===== config.mk =====
export PLATFORM = sky130hd
export DESIGN_NAME = boot_loader
export DESIGN_NICKNAME = d
export VERILOG_FILES = /design/src/rtl/boot_loader.sv
export SDC_FILE = /design/constraint.sdc
export NUM_CORES = 1
export LEC_CHECK = 0
export CAP_MARGIN = 20
export CORE_MARGIN = 3
export CORE_UTILIZATION = 50
export CTS_BUF_LIST = sky130_fd_sc_hd__clkbuf_8
export CTS_CLUSTER_SIZE = 40
export DETAILED_ROUTE_END_ITERATION = 6
export HOLD_SLACK_MARGIN = 0.1
export PLACE_DENSITY = 0.82
export SYNTH_ARGS = -nofsm -noshare
export SYNTH_HDL_FRONTEND = slang
export SYNTH_SLANG_ARGS = --single-unit

===== constraint.sdc =====
create_clock -name clock -period 2.5 [get_ports clock]
set_clock_uncertainty 0.2 [all_clocks]
set_input_delay 0.5 -clock clock [delete_from_list [all_inputs] [get_ports clock]]
set_output_delay 0.5 -clock clock [all_outputs]
set_load 0.1 [all_outputs]

===== src/rtl/boot_loader.sv =====
// Streams a length-prefixed, XOR-checksummed program image from a byte link into
// instruction memory, releasing the core from reset only after a verified load.
module boot_loader #(
  parameter int MAX_WORDS = 256,
  parameter int IDX_W     = 9
) (
  input  logic        clock,
  input  logic        reset,
  input  logic        start,
  input  logic [7:0]  in_data,
  input  logic        in_valid,
  output logic        in_ready,
  output logic        imem_we,
  output logic [31:0] imem_addr,
  output logic [31:0] imem_wdata,
  output logic        core_reset,
  output logic        done,
  output logic        error
);

  // Byte handshake: a byte moves on a rising edge where in_valid & in_ready.
  // in_ready is registered from the next state, so it never depends on in_valid.

  typedef enum logic [2:0] {
    S_IDLE, S_LEN_HI, S_LEN_LO, S_DATA, S_WRITE, S_CHECK, S_RUN, S_ERROR
  } state_t;

  state_t           state, state_nx;
  logic [15:0]      len;
  logic [15:0]      len_in;
  logic [15:0]      idx_inc;
  logic [IDX_W-1:0] idx;
  logic [1:0]       byte_cnt;
  logic [23:0]      asm_word;
  logic [7:0]       csum;
  logic             accept;

  assign accept  = in_valid & in_ready;
  assign len_in  = {len[15:8], in_data};
  assign idx_inc = 16'(idx) + 16'd1;

  always_ff @(posedge clock or negedge reset) begin
    if (!reset) state <= S_IDLE;
    else        state <= state_nx;
  end

  always_comb begin
    state_nx = state;
    case (state)
      S_IDLE:   state_nx = S_IDLE;
      S_LEN_HI: if (accept) state_nx = S_LEN_LO;
      S_LEN_LO: if (accept) begin
        if (len_in > 16'(MAX_WORDS)) state_nx = S_ERROR;
        else if (len_in == 16'd0)    state_nx = S_CHECK;
        else                         state_nx = S_DATA;
      end
      S_DATA:   if (accept && byte_cnt == 2'd3) state_nx = S_WRITE;
      S_WRITE:  state_nx = (idx_inc == len) ? S_CHECK : S_DATA;
      S_CHECK:  if (accept) state_nx = (in_data == csum) ? S_RUN : S_ERROR;
      S_RUN:    state_nx = S_RUN;
      S_ERROR:  state_nx = S_ERROR;
      default:  state_nx = S_IDLE;
    endcase
    // A restart wins over any byte accepted on the same edge.
    if (start) state_nx = S_LEN_HI;
  end

  always_ff @(posedge clock or negedge reset) begin
    if (!reset) begin
      len      <= '0;
      idx      <= '0;
      byte_cnt <= '0;
      asm_word <= '0;
      csum     <= '0;
    end else if (start) begin
      idx      <= '0;
      byte_cnt <= '0;
      csum     <= '0;
    end else begin
      case (state)
        S_LEN_HI: if (accept) begin
          len[15:8] <= in_data;
          csum      <= csum ^ in_data;
        end
        S_LEN_LO: if (accept) begin
          len[7:0] <= in_data;
          csum     <= csum ^ in_data;
          byte_cnt <= '0;
        end
        S_DATA: if (accept) begin
          asm_word <= {asm_word[15:0], in_data};
          csum     <= csum ^ in_data;
          byte_cnt <= byte_cnt + 2'd1;
        end
        S_WRITE: idx <= idx + 1'b1;
        default: ;
      endcase
    end
  end

  always_ff @(posedge clock or negedge reset) begin
    if (!reset) begin
      in_ready   <= 1'b0;
      imem_we    <= 1'b0;
      imem_addr  <= '0;
      imem_wdata <= '0;
      core_reset <= 1'b1;
      done       <= 1'b0;
      error      <= 1'b0;
    end else begin
      in_ready   <= (state_nx == S_LEN_HI) || (state_nx == S_LEN_LO) ||
                    (state_nx == S_DATA)   || (state_nx == S_CHECK);
      imem_we    <= (state_nx == S_WRITE);
      core_reset <= (state_nx != S_RUN);
      done       <= (state_nx == S_RUN);
      error      <= (state_nx == S_ERROR);
      // Address and data only move on entry to WRITE; imem_we qualifies them.
      if (state_nx == S_WRITE) begin
        imem_addr  <= 32'({idx, 2'b00});
        imem_wdata <= {asm_word, in_data};
      end
    end
  end

endmodule


# --- Word-level counts from Yosys, hierarchy flattened ---
# Cells that the tools add are included.
# W data, S select, Z words.
word_totals:
  reg_bits: 108
  output_inout_bits: 69
  word_cells: 76
  input_bits: 12
op_classes:
  reduce_logical: 16
  eq_ne: 20
  bitwise_logic: 3
  n_mux: 19
  n_addsub: 3
  magnitude_cmp: 1
ops:
  columns: ["cell", "count"]
  rows:
  - ["$eq A3 B3 Y1 const B", 8]
  - ["$mux W3", 8]
  - ["$mux W8", 3]
  - ["$pmux W3 S8", 1]
  - ["$mux W9", 2]
  - ["$eq A10 B16 Y1", 1]
  - ["$gt A16 B9 Y1 const B", 1]
  - ["$logic_not A16 Y1", 1]
  - ["$eq A3 B2 Y1 const B", 4]
  - ["$reduce_and A3 Y1", 4]
  - ["$add A9 B1 Y10 const B", 1]
  - ["$add A9 B1 Y9 const B", 1]
  - ["$ne A3 B3 Y1 const B", 3]
  - ["$eq A8 B8 Y1", 1]
  - ["$xor A8 B8 Y8", 1]
  - ["$eq A3 B1 Y1 const B", 2]
  - ["$mux W2", 3]
  - ["$reduce_bool A2 Y1", 3]
  - ["$pmux W2 S2", 1]
  - ["$logic_not A3 Y1", 1]
  - ["$logic_or A1 B1 Y1", 3]
  - ["$reduce_bool A3 Y1", 1]
  - ["$reduce_or A3 Y1", 1]
  - ["$add A2 B1 Y2 const B", 1]
  - ["6 further kinds", 6]

# --- Longest topological paths before layout ---
depth:
  depth_word: 10
  depth_mapped: 9
  ltp_nobuf: 9

# --- Least setup slack after synthesis ---
# Ideal clock, no wire load.
synth_timing:
  kind: "flip-flop to flip-flop"
  from: "register in_ready"
  to: "register imem_addr[10]"
  synth_period_minus_slack_ps: 2937
  required_ps: 2175
  setup_time_ps: 125
  slack_ps: -437
  path_stages_with_launch: 9
  path_buffers: 1
  arrival_time_ps: 2611
  path_cell_list: "dfrtp_1 -> nand3_1 -> mux2i_1 -> o31ai_2 -> a211o_1 -> a21o_2 -> nand3_4 -> buf_6 -> mux2_4"
synth_between:
  elab_chain_len: 6
  elab_cells_between_ends: 9
  classes_between: "eq/ne (1); mux (6); bitwise (1); reduce/logical (1)"
synth_lines:
  columns: ["element", "line_no", "rtl"]
  rows:
  - ["start: declaration", "12", "output logic in_ready,"]
  - ["start signal: assignment", "111", "in_ready <= (state_nx == S_LEN_HI) || (state_nx == S_LEN_LO) ||"]
  - ["$and A1 B1 Y1 *", "38", "assign accept = in_valid & in_ready;"]
  - ["$logic_and A1 B1 Y1", "57", "S_DATA: if (accept && byte_cnt == 2'd3) state_nx = S_WRITE;"]
  - ["$mux W3", "57", null]
  - ["$pmux W3 S8 *", "49", "case (state)"]
  - ["$mux W3 *", "65", "if (start) state_nx = S_LEN_HI;"]
  - ["$eq A3 B3 Y1 *", "118", "if (state_nx == S_WRITE) begin"]
  - ["end signal: assignment", "119", "imem_addr <= 32'({idx, 2'b00});"]
  - ["end: declaration", "14", "output logic [31:0] imem_addr,"]
# Mark *: on every way between the ends. The rest lies on a longest branch, timed or not.
# A chain may end at the register's enable or synchronous reset.

# --- Final worst setup path ---
layout_timing:
  from: "register len[13]"
  to: "register imem_wdata[1]"
layout_between:
  elab_chain_len: 7
  elab_cells_between_ends: 10
  classes_between: "order compare (1); eq/ne (2); mux (6); reduce/logical (1)"
layout_lines:
  columns: ["element", "line_no", "rtl"]
  rows:
  - ["start: declaration", "29", "logic [15:0] len;"]
  - ["start signal: assignment", "82", "len[15:8] <= in_data;"]
  - ["parallel branches: the longest is 4 deep, another holds $gt A16 B9 Y1", null, null]
  - ["$pmux W3 S8 *", "49", null]
  - ["$mux W3 *", "65", null]
  - ["$eq A3 B3 Y1 *", "118", null]
  - ["end signal: assignment", "120", "imem_wdata <= {asm_word, in_data};"]
  - ["end: declaration", "15", "output logic [31:0] imem_wdata,"]
# Mark *: on every way between the ends.

==> reports/summary.txt <==
Remaining DRCs = 0
Sequential standard cell area = 0.00271 mm^2
Placement-stage cell area = 0.00591 mm^2
Vias post-DR = 3,229
Ys flop type = sky130_fd_sc_hd__dfrtp_1
Final routed wirelength across all metal layers = 10.3 mm
Pin count of the biggest net entering global routing = 44
Share of the synthesized area in the top cell type = 52.8%
Final nets = 507
Avg WL per Cell = 16.3 um
M3 GR Usage = 3.07%
Nature of the critical path startpoint = register
Part of the power in the clock network = 17.6%
Post-layout power = 6.15 mW
Post-synthesis share of cell area spent on full adders, half adders and majority gates = 0.493%
Total of flip-flops plus latches after synthesis = 108
Ports placed on the boundary = 81
First-pass GRT wire length = 16.8 mm
Cell internal power dissipation = 3.41 mW
Worst setup EP type = register
CTS max path bufs = 2
Cell leakage power = 3.19 nW
RSZ-0062 raised after global routing = true
Violated checks = setup timing
Worst-path fanout max = 17
Synthesis warning total = 0
Detailed-route vias per instance = 5.12
Number of iterations in the first detailed-routing pass = 4
Share of the synthesized area in compound gates (AO/OA/AOI/OAI) = 3.87%
Final min period = 2640 ps
Floorplan core area = 0.00982 mm^2
Area taken by multi-input logic gates = 0.00220 mm^2
Count of nets left with antenna violations after detail routing = 0
Reg-to-reg slack, setup = -140 ps
GR met1 Demand/Resource = 26.0%
Overflow left after global routing = 0
Num Clock Sinks = 108
CTS tree = built
Post-synth top cells = 107 x sky130_fd_sc_hd__dfrtp_1, 42 x sky130_fd_sc_hd__mux2_2, 39 x sky130_fd_sc_hd__mux2_4, 31 x sky130_fd_sc_hd__nor2_1, 24 x sky130_fd_sc_hd__buf_4
Pwr per Cell Area = 989 mW/mm^2
Fraction of synthesized area in multiplexers = 21.1%
Post-synthesis sequential area ratio = 53.3%
Netlist area before placement = 0.00507 mm^2
Path category of the worst min-delay check = register to register
Most used routing layer = met2
Async set-or-reset flop fraction in the synthesized netlist = 100%
Fraction of the mapped netlist area in simple logic gates = 9.77%
ANT cells = 0
Maximum resistive drop on vdd = 0.740 mV
GR Layer Usage met2 = 30.8%
Number of buffers inserted during clock tree synthesis = 9
Portion of total power attributed to combinational logic = 40.9%
Startpoint of the worst setup timing path = len[13]$_DFFE_PN0P_
Clock input transition at the sequential cells of the worst setup and hold paths = 120 ps
Cell Rows = 36
Endpoints failing hold = 0
Worst-case setup slack after placement = -605 ps
Die Y-Extent = 107 um
Max Slew Vio Count = 0
Clock root buffer = sky130_fd_sc_hd__clkbuf_8
Chip width = 107 um
Synth Area per Inst = 12.9 um^2
XOR/XNOR Fraction of Synth Area = 5.53%
Final Cycle Share = 106%
Leading area contributor after synthesis = sky130_fd_sc_hd__dfrtp_1
Critical path class = register to register
Count of distinct cell types in the synthesized netlist = 49
Net switching power = 2.75 mW
CTS H-Tree Depth = 3
Maximum operating frequency = 379 MHz
Layout Utilization = 63.4%
PortBufs = 57
Share of total power in sequential cells = 41.5%
Routability congestion estimate = 0.830
Filler Cell Count = 776
Post-route standard cell area excluding fillers = 0.00622 mm^2
DP HPWL = 7.49 mm
Most common cell in the netlist = sky130_fd_sc_hd__dfrtp_1
Area enclosed by the die boundary = 0.0114 mm^2
Fraction of power spent switching nets = 44.6%
Initial antenna violation count = 0
Number of global-route vias before repair = 3,251
Number of design-rule violations left by the first detailed-router iteration = 172
Result of the run = finished, violations left
Arrival time reported for the critical path endpoint = 2710 ps
Count of mapped cells out of synthesis = 392
Dominant combinational cell family by area after synthesis = multiplexers
Layout Area Growth over Synthesis = 22.7%
Global-route usage over all layers = 18.7%
Effective utilization at floorplan = 51.7%
Startpoint of the worst register-to-register path = len[13]$_DFFE_PN0P_
Insertion delay to the later sink of the worst-skew pair = 370 ps
Hold slack final = 312 ps
Cell total after placement = 611
Post-synth EDFFs = 0
Maxcap violations = 0
Leading post-synthesis cells by cell area = sky130_fd_sc_hd__dfrtp_1 53%, sky130_fd_sc_hd__mux2_4 12%, sky130_fd_sc_hd__mux2_2 9.3%
Min-Delay Startpoint = asm_word[17]$_DFFE_PN0P_
Count of final setup violators = 41
Req. time, crit path = 2560 ps
Slack of the critical path = -142 ps
Share of final-layout standard cells stronger than drive strength 1 = 42.8%
Final setup TNS = -4920 ps
Count of non-filler cells in the finished layout = 631
==> critical path, stage by stage (launching register included) <==
cell                       delay (ps)
sky130_fd_sc_hd__dfrtp_1          410
sky130_fd_sc_hd__nor4_2           290
sky130_fd_sc_hd__buf_4            160
sky130_fd_sc_hd__nand3b_1         130
sky130_fd_sc_hd__o31ai_2          330
sky130_fd_sc_hd__o211a_1          210
sky130_fd_sc_hd__a21o_2           150
sky130_fd_sc_hd__nand3_4          140
sky130_fd_sc_hd__buf_12           220
sky130_fd_sc_hd__mux2_4           300
==> state kept, by name (all words and copies together), names as in the netlist <==
signal / count
imem_wdata: 32
asm_word: 24
len: 16
idx: 9
imem_addr: 9
csum: 8
state: 3
byte_cnt: 2
core_reset: 1
done: 1
error: 1
imem_we: 1
in_ready: 1
==> routing by layer <==
layer / vias up / share of wire [%]
met1: 1633 / 45
met3: 6 / 3.5
met2: 69 / 50
met4: 0 / 0.81
li1: 1521 / -
met5: - / 0
==> cells by family (layout without fill, tap and decap cells) <==
group	count (synthesis)	in the layout
fa+ha+maj	2	2
xor+xnor	32	32
compound gates	27	27
flops	108	108
simple gates	95	95
other cells	1	23
buf+inv	45	129
mux	82	82
==> power groups by stage <==
stage / Combinational, mW / Sequential (mW) / Clock (mW)
floorplan: 0.937 / 3.55 / 0
global placement: 2.44 / 2.54 / 0
detailed placement: 2.50 / 2.58 / 0
CTS: 2.52 / 2.54 / 1.11
global route: 2.62 / 2.61 / 1.18
finish: 2.51 / 2.55 / 1.09
==> worst paths after layout <==
path | cells past startpoint | to
max | 9 | imem_wdata[1]$_DFFE_PN0N_
min | 1 | imem_wdata[25]$_DFFE_PN0N_
max reg2reg | 9 | imem_wdata[1]$_DFFE_PN0N_
min reg2reg | 1 | imem_wdata[25]$_DFFE_PN0N_
max in group asynchronous | 3 | csum[7]$_DFFE_PN0P_
min in group asynchronous | 2 | idx[0]$_DFFE_PN0P_
==> cells in the final DEF (no fill, tap or decap), drive strengths merged, types with 10 or more instances in the layout <==
| cell type | n |
|---|---|
| dfrtp | 107 |
| buf | 96 |
| mux2 | 81 |
| nor2 | 31 |
| xor2 | 23 |
| conb | 23 |
| nand2 | 20 |
| nand3 | 10 |
| inv | 10 |
==> timing repair <==
| action | 4_1_cts | 5_1_grt |
|---|---|---|
| cloned | 1 | 0 |
| resized for setup | 10 | 6 |
| endpoints found under the setup margin | 41 | 41 |
| endpoints found under the hold margin | 25 | 0 |
| pin swaps | 5 | 2 |
| buffers inserted | 2 | 0 |
| hold buffers | 1 | 0 |
==> final cells by class <==
class	count	share of cell area (%)
clock inverter	7	1.39
timing repair buffer	107	14.7
clock buffer	9	1.99
inverter	6	0.362
multi-input combinational	261	35.4
sequential	108	43.5
tap	133	2.67
(Power assumes the default switching activity.)
